**src/rtl/sa_dma_pkg.sv**
```systemverilog
// Shared definitions for the systolic-array DMA read path: default word/row
// geometry and the row-assembler output-stage state type.
package sa_dma_pkg;

  localparam int SA_DATA_W    = 32;
  localparam int SA_ROW_WORDS = 4;

  typedef enum logic [0:0] {
    OUT_EMPTY = 1'b0,
    OUT_FULL  = 1'b1
  } out_state_e;

endpackage

```
**src/rtl/sa_sync_fifo.sv**
```systemverilog
// Single-clock FIFO with natural-wrap pointers, an explicit occupancy counter
// and a synchronous clear. A write while full is accepted only alongside a pop.
module sa_sync_fifo #(
  parameter int DATA_W = 32,
  parameter int DEPTH  = 16
) (
  input  logic                   ACLK,
  input  logic                   ARESET,
  input  logic                   i_clear,
  input  logic                   i_wr,
  input  logic [DATA_W-1:0]      i_wr_data,
  input  logic                   i_rd,
  output logic [DATA_W-1:0]      o_rd_data,
  output logic                   o_full,
  output logic                   o_empty,
  output logic [$clog2(DEPTH):0] o_level
);

  localparam int AW = $clog2(DEPTH);

  logic [DATA_W-1:0] r_mem [DEPTH];
  logic [AW-1:0]     r_wr_ptr;
  logic [AW-1:0]     r_rd_ptr;
  logic [AW:0]       r_level;
  logic              w_push;
  logic              w_pop;

  assign o_full    = (r_level == (AW+1)'(DEPTH));
  assign o_empty   = (r_level == '0);
  assign w_pop     = i_rd & ~o_empty;
  assign w_push    = i_wr & (~o_full | w_pop);
  assign o_rd_data = r_mem[r_rd_ptr];
  assign o_level   = r_level;

  // NOTE: storage is deliberately left out of reset; the pointers and level
  // decide what is valid, and a resettable array costs a mux per bit.
  always_ff @(posedge ACLK) begin
    if (w_push) r_mem[r_wr_ptr] <= i_wr_data;
  end

  // NOTE: all state registers use non-blocking assignments so every block
  // sees pre-edge values regardless of evaluation order.
  always_ff @(posedge ACLK) begin
    if (ARESET || i_clear) begin
      r_wr_ptr <= '0;
      r_rd_ptr <= '0;
      r_level  <= '0;
    end else begin
      if (w_push) r_wr_ptr <= r_wr_ptr + 1'b1;
      if (w_pop)  r_rd_ptr <= r_rd_ptr + 1'b1;
      case ({w_push, w_pop})
        2'b10:   r_level <= r_level + 1'b1;
        2'b01:   r_level <= r_level - 1'b1;
        default: r_level <= r_level;
      endcase
    end
  end

endmodule

```
**src/rtl/rd_row_assembler.sv**
```systemverilog
// Packs the DMA read word stream into ROW_WORDS-wide rows for the systolic
// array, buffered by an input FIFO and a one-row output register.
module rd_row_assembler
  import sa_dma_pkg::*;
#(
  parameter int DATA_W     = SA_DATA_W,
  parameter int ROW_WORDS  = SA_ROW_WORDS,
  parameter int FIFO_DEPTH = 16
) (
  input  logic                        ACLK,
  input  logic                        ARESET,
  input  logic                        i_clear,
  input  logic [DATA_W-1:0]           i_data,
  input  logic                        i_valid,
  output logic [ROW_WORDS*DATA_W-1:0] o_row,
  output logic                        o_row_valid,
  input  logic                        i_row_ready,
  output logic [$clog2(FIFO_DEPTH):0] o_level,
  output logic                        o_overflow,
  output logic                        o_partial
);

  localparam int                CNT_W     = $clog2(ROW_WORDS);
  localparam logic [CNT_W-1:0] LAST_SLOT = CNT_W'(ROW_WORDS - 1);

  out_state_e                       r_state;
  logic [CNT_W-1:0]                 r_asm_cnt;
  logic [ROW_WORDS-1:0][DATA_W-1:0] r_asm;
  logic [ROW_WORDS-1:0][DATA_W-1:0] r_row;
  logic [ROW_WORDS-1:0][DATA_W-1:0] w_row_done;
  logic                             r_overflow;
  logic [DATA_W-1:0]                w_pop_data;
  logic w_full, w_empty, w_last, w_stall, w_pop, w_complete, w_handshake, w_drop;

  sa_sync_fifo #(
    .DATA_W (DATA_W),
    .DEPTH  (FIFO_DEPTH)
  ) u_fifo (
    .ACLK      (ACLK),
    .ARESET    (ARESET),
    .i_clear   (i_clear),
    .i_wr      (i_valid),
    .i_wr_data (i_data),
    .i_rd      (w_pop),
    .o_rd_data (w_pop_data),
    .o_full    (w_full),
    .o_empty   (w_empty),
    .o_level   (o_level)
  );

  assign o_row_valid = (r_state == OUT_FULL);
  assign w_last      = (r_asm_cnt == LAST_SLOT);
  assign w_handshake = o_row_valid & i_row_ready;
  // Only the row-completing pop must wait for the output register to free up.
  assign w_stall     = w_last & o_row_valid & ~i_row_ready;
  assign w_pop       = ~w_empty & ~w_stall;
  assign w_complete  = w_pop & w_last;
  assign w_drop      = i_valid & w_full & ~w_pop;

  // NOTE: every always_comb output gets a full default first so no path can
  // leave it unassigned and infer a latch.
  always_comb begin
    w_row_done                = r_asm;
    w_row_done[ROW_WORDS-1]   = w_pop_data;
  end

  always_ff @(posedge ACLK) begin
    if (w_pop) r_asm[r_asm_cnt] <= w_pop_data;
  end

  always_ff @(posedge ACLK) begin
    if (ARESET)          r_row <= '0;
    else if (w_complete && !i_clear) r_row <= w_row_done;
  end

  always_ff @(posedge ACLK) begin
    if (ARESET || i_clear) begin
      r_state    <= OUT_EMPTY;
      r_asm_cnt  <= '0;
      r_overflow <= 1'b0;
    end else begin
      if (w_pop) r_asm_cnt <= w_last ? '0 : r_asm_cnt + 1'b1;
      if (w_complete)       r_state <= OUT_FULL;
      else if (w_handshake) r_state <= OUT_EMPTY;
      if (w_drop) r_overflow <= 1'b1;
    end
  end

  assign o_row      = r_row;
  assign o_overflow = r_overflow;
  assign o_partial  = (r_asm_cnt != '0);

endmodule

```
**config.mk**
```make
export PLATFORM = sky130hd
export DESIGN_NAME = rd_row_assembler
export DESIGN_NICKNAME = d
export VERILOG_FILES = /design/src/rtl/sa_dma_pkg.sv /design/src/rtl/sa_sync_fifo.sv /design/src/rtl/rd_row_assembler.sv
export SDC_FILE = /design/constraint.sdc
export NUM_CORES = 1
export LEC_CHECK = 0
export BUFFER_PORTS_ARGS = -buffer_cell sky130_fd_sc_hd__buf_2
export CAP_MARGIN = 20
export CORE_MARGIN = 4
export CORE_UTILIZATION = 55
export DETAILED_ROUTE_END_ITERATION = 16
export GPL_ROUTABILITY_DRIVEN = 0
export PLACE_DENSITY_LB_ADDON = 0.12
export SLEW_MARGIN = 0
export SYNTH_ARGS = -nofsm -noshare
export SYNTH_HDL_FRONTEND = slang
export SYNTH_SLANG_ARGS = --single-unit
```
**constraint.sdc**
```tcl
create_clock -name ACLK -period 5.8 [get_ports ACLK]
set_input_delay 1.16 -clock ACLK [delete_from_list [all_inputs] [get_ports ACLK]]
set_output_delay 1.16 -clock ACLK [all_outputs]
set_load 0.02 [all_outputs]
```
==> impl_metrics.ini <==
[power]
ir_drop_uv = 271.3
powerDensity_nw_per_um2 = 355.6
p_leak_nw = 10.57

[global_routing]
antenna_found_initial = 0
grt_max_degree = 97
grt-ovfl-total = 0
grt_first_pass_wirelength_um = 86930
track_usage_pct = 21.39
grt_pass1_vias = 14218

[routing]
wl_per_cell_um = 23.00
drt_iter0_drc = 1122
ant_nets = 0
vias_per_cell = 5.753
wirelength_um = 57420
drcViolationCount = 0
via_count = 14360
firstDrtPassIters = 7

[timing]
fmax_ghz = 0.2973
tns_ns = 0
finalHoldViolCount = 0
skew_ns = 0.02291
slew_violations = 0
worst_slew_pin_slew_ns = 1.049
period_share_pct = 57.99
rsz0062_at_grt = false
setup-violations-final = 0
maxSlewHeadroom_pct = 29.89
min_period_ns = 3.363

[critical_path]
critical_path_class = flip-flop to flip-flop
cp_slowest_cell = or4_1
cpPeakStageDelay_ns = 0.74
path_delay_family = simple AND/OR/NAND/NOR gates
path_max_fanout = 9
arrival_ns = 3.89
required_ns = 6.33
worstPathBufferInverterCount = 1
r2r_cells = 10
crit_cells = 10
start_kind = flip-flop
crit_chain = or4_1 -> o21ai_2 -> inv_1 -> ha_1 -> xor2_1 -> ha_1 -> a21oi_1 -> xor2_1 -> or3_1 -> a21oi_1
cp-end-kind = flip-flop

[synth]
synthArstFlopShare_pct = 0
netlist.area_leader.share_pct = 65.88
yosysTopAreaCell = edfxtp_1
ys.flop_type = edfxtp_1
syn_nets = 1635
ys_warn_count = 0
yosys-top-cells-area = edfxtp_1 (66%), dfxtp_1 (11%), mux4_2 (10%)
yosys_register_bits = 757
yosys.cell_types.count = 39
synth_edf_count = 608
syn_area_um2 = 27710
ys_seq_area_share_pct = 76.65
synth_cells = 1585
post_synth.cell_area_avg_um2 = 17.48

[die]
initial_core_util_pct = 56.15
core_um2 = 49360
rows = 81
die_h_um = 232.5
die_x_um = 232.5
fp.dieArea_um2 = 54040
pin_count = 173

[cts]
cts_tree = yes
clock_sinks = 757
clkLatencyLatePin_ns = 0.60
cts_buffers = 76
root_buffer = clkbuf_16
hold_buffers = 0
htreeDepth = 3
cts_resized = 0
clk_pin_slew_ns = 0.06
clock_path_buffers = 3
post_cts_buffers = 0

[cells_and_area]
final_cell_mix = edfxtp_1 (608), nand2_1 (265), buf_2 (171)
layout_commonest_cell = edfxtp_1
final_layout_size_suffix_gt1_share_pct = 25.07
area_growth_pct = 15.08
nets = 1821
stdcell_area_um2 = 31890

[status]
run_status = complete, no violations

[worst_hold_path]
holdPathStages = 2
min_path_type = flip-flop to flip-flop

[place]
place_area_um2 = 29340
portBuffers = 172
hpwl_um = 33340

[job]
max_cap_viol_count = 0
per-stage QoR:
step / util, % / cells / hold WS [ns] / setup slack, ns / power (W)
2_1_floorplan: - / 1585 / 0.4713 / 1.267 / 0.006431
5_1_grt: 64.61 / 2495 / 0.4660 / 2.142 / 0.01172
6_report: 64.61 / 2496 / 0.4493 / 2.437 / 0.01134
3_3_place_gp: 59.45 / 2354 / 0.4394 / 2.278 / 0.006637
3_5_place_dp: 59.45 / 2354 / 0.4432 / 2.211 / 0.006656
4_1_cts: 64.45 / 2492 / 0.4515 / 2.434 / 0.01144
power breakdown:
group          internal [W]  switching [W]  leakage, nW  total, W
Sequential          0.00602      0.0000381         6.70   0.00606
Combinational      0.000109       0.000369         2.67  0.000478
Clock               0.00289        0.00191         1.20   0.00480
Total               0.00902        0.00232         10.6    0.0113
synthesized netlist by cell type (all sizes together) (6+ instances only):
cell type	number
edfxtp	608
nand2	265
dfxtp	149
a21oi	133
mux4	128
a22oi	65
clkbuf	56
buf	40
a21o	33
nor2	28
ha	13
inv	9
xor2	7
mux2i	6
nor3	6
cell families (layout without fill, tap and decap cells):
group	Yosys count	count (layout)	share of synthesized area, %
AOI/OAI and AO/OA	248	248	5.621
xor gates and xnor gates	8	8	0.2529
adders and majority gates	13	13	0.5870
buffers and inverters	105	351	1.711
DFF	757	757	76.65
muxes	134	134	10.62
other	0	1	0
and+or+nand+nor	320	320	4.560
layer usage:
metal | wire [µm] | up-vias | track usage, %
met5 | 0 | - | 0
met4 | 936 | 0 | 4.613
met3 | 3427 | 79 | 3.746
met2 | 27550 | 391 | 34.38
met1 | 25500 | 7400 | 31.42
li1 | - | 6490 | -
path summary, 6_finish.rpt:
check,slack [ns],start,endpoint
max,2.44,u_fifo.o_level[1]$_SDFFE_PP0P_,u_fifo.o_level[2]$_SDFFE_PP0P_
min,0.45,o_row[25]$_SDFFE_PP0P_,o_row[25]$_SDFFE_PP0P_
max reg2reg,2.44,u_fifo.o_level[1]$_SDFFE_PP0P_,u_fifo.o_level[2]$_SDFFE_PP0P_
min reg2reg,0.45,o_row[25]$_SDFFE_PP0P_,o_row[25]$_SDFFE_PP0P_
final cells by class:
type                            count  area [µm²]
Antenna cell                        1       2.502
Clock buffer                      111        2200
Clock inverter                     27       270.3
Fill cell                        3491       17470
Inverter                            9       33.78
Multi-Input combinational cell    723        6123
Sequential cell                   757       21250
Tap cell                          664       830.8
Timing Repair Buffer              204        1181
worst register-to-register path: cells and delay by family, from the launching register on:
| family | cells | cell delay, ns |
|---|---|---|
| and+or+nand+nor | 2 | 1.06 |
| AOI/OAI and AO/OA | 3 | 0.79 |
| adders and majority gates | 2 | 0.57 |
| DFF | 1 | 0.40 |
| xor gates and xnor gates | 2 | 0.28 |
| buffers and inverters | 1 | 0.18 |
state kept, by name, indices dropped and copies added, names as in the netlist, named ones only:
name             flops
u_fifo.o_level       5
o_overflow           1
o_row_valid          1
r_asm               96
r_asm_cnt            2
u_fifo.r_mem       512
u_fifo.r_wr_ptr      4
o_row              128
u_fifo.r_rd_ptr      4
No activity file was read; power rests on OpenSTA's default activity.
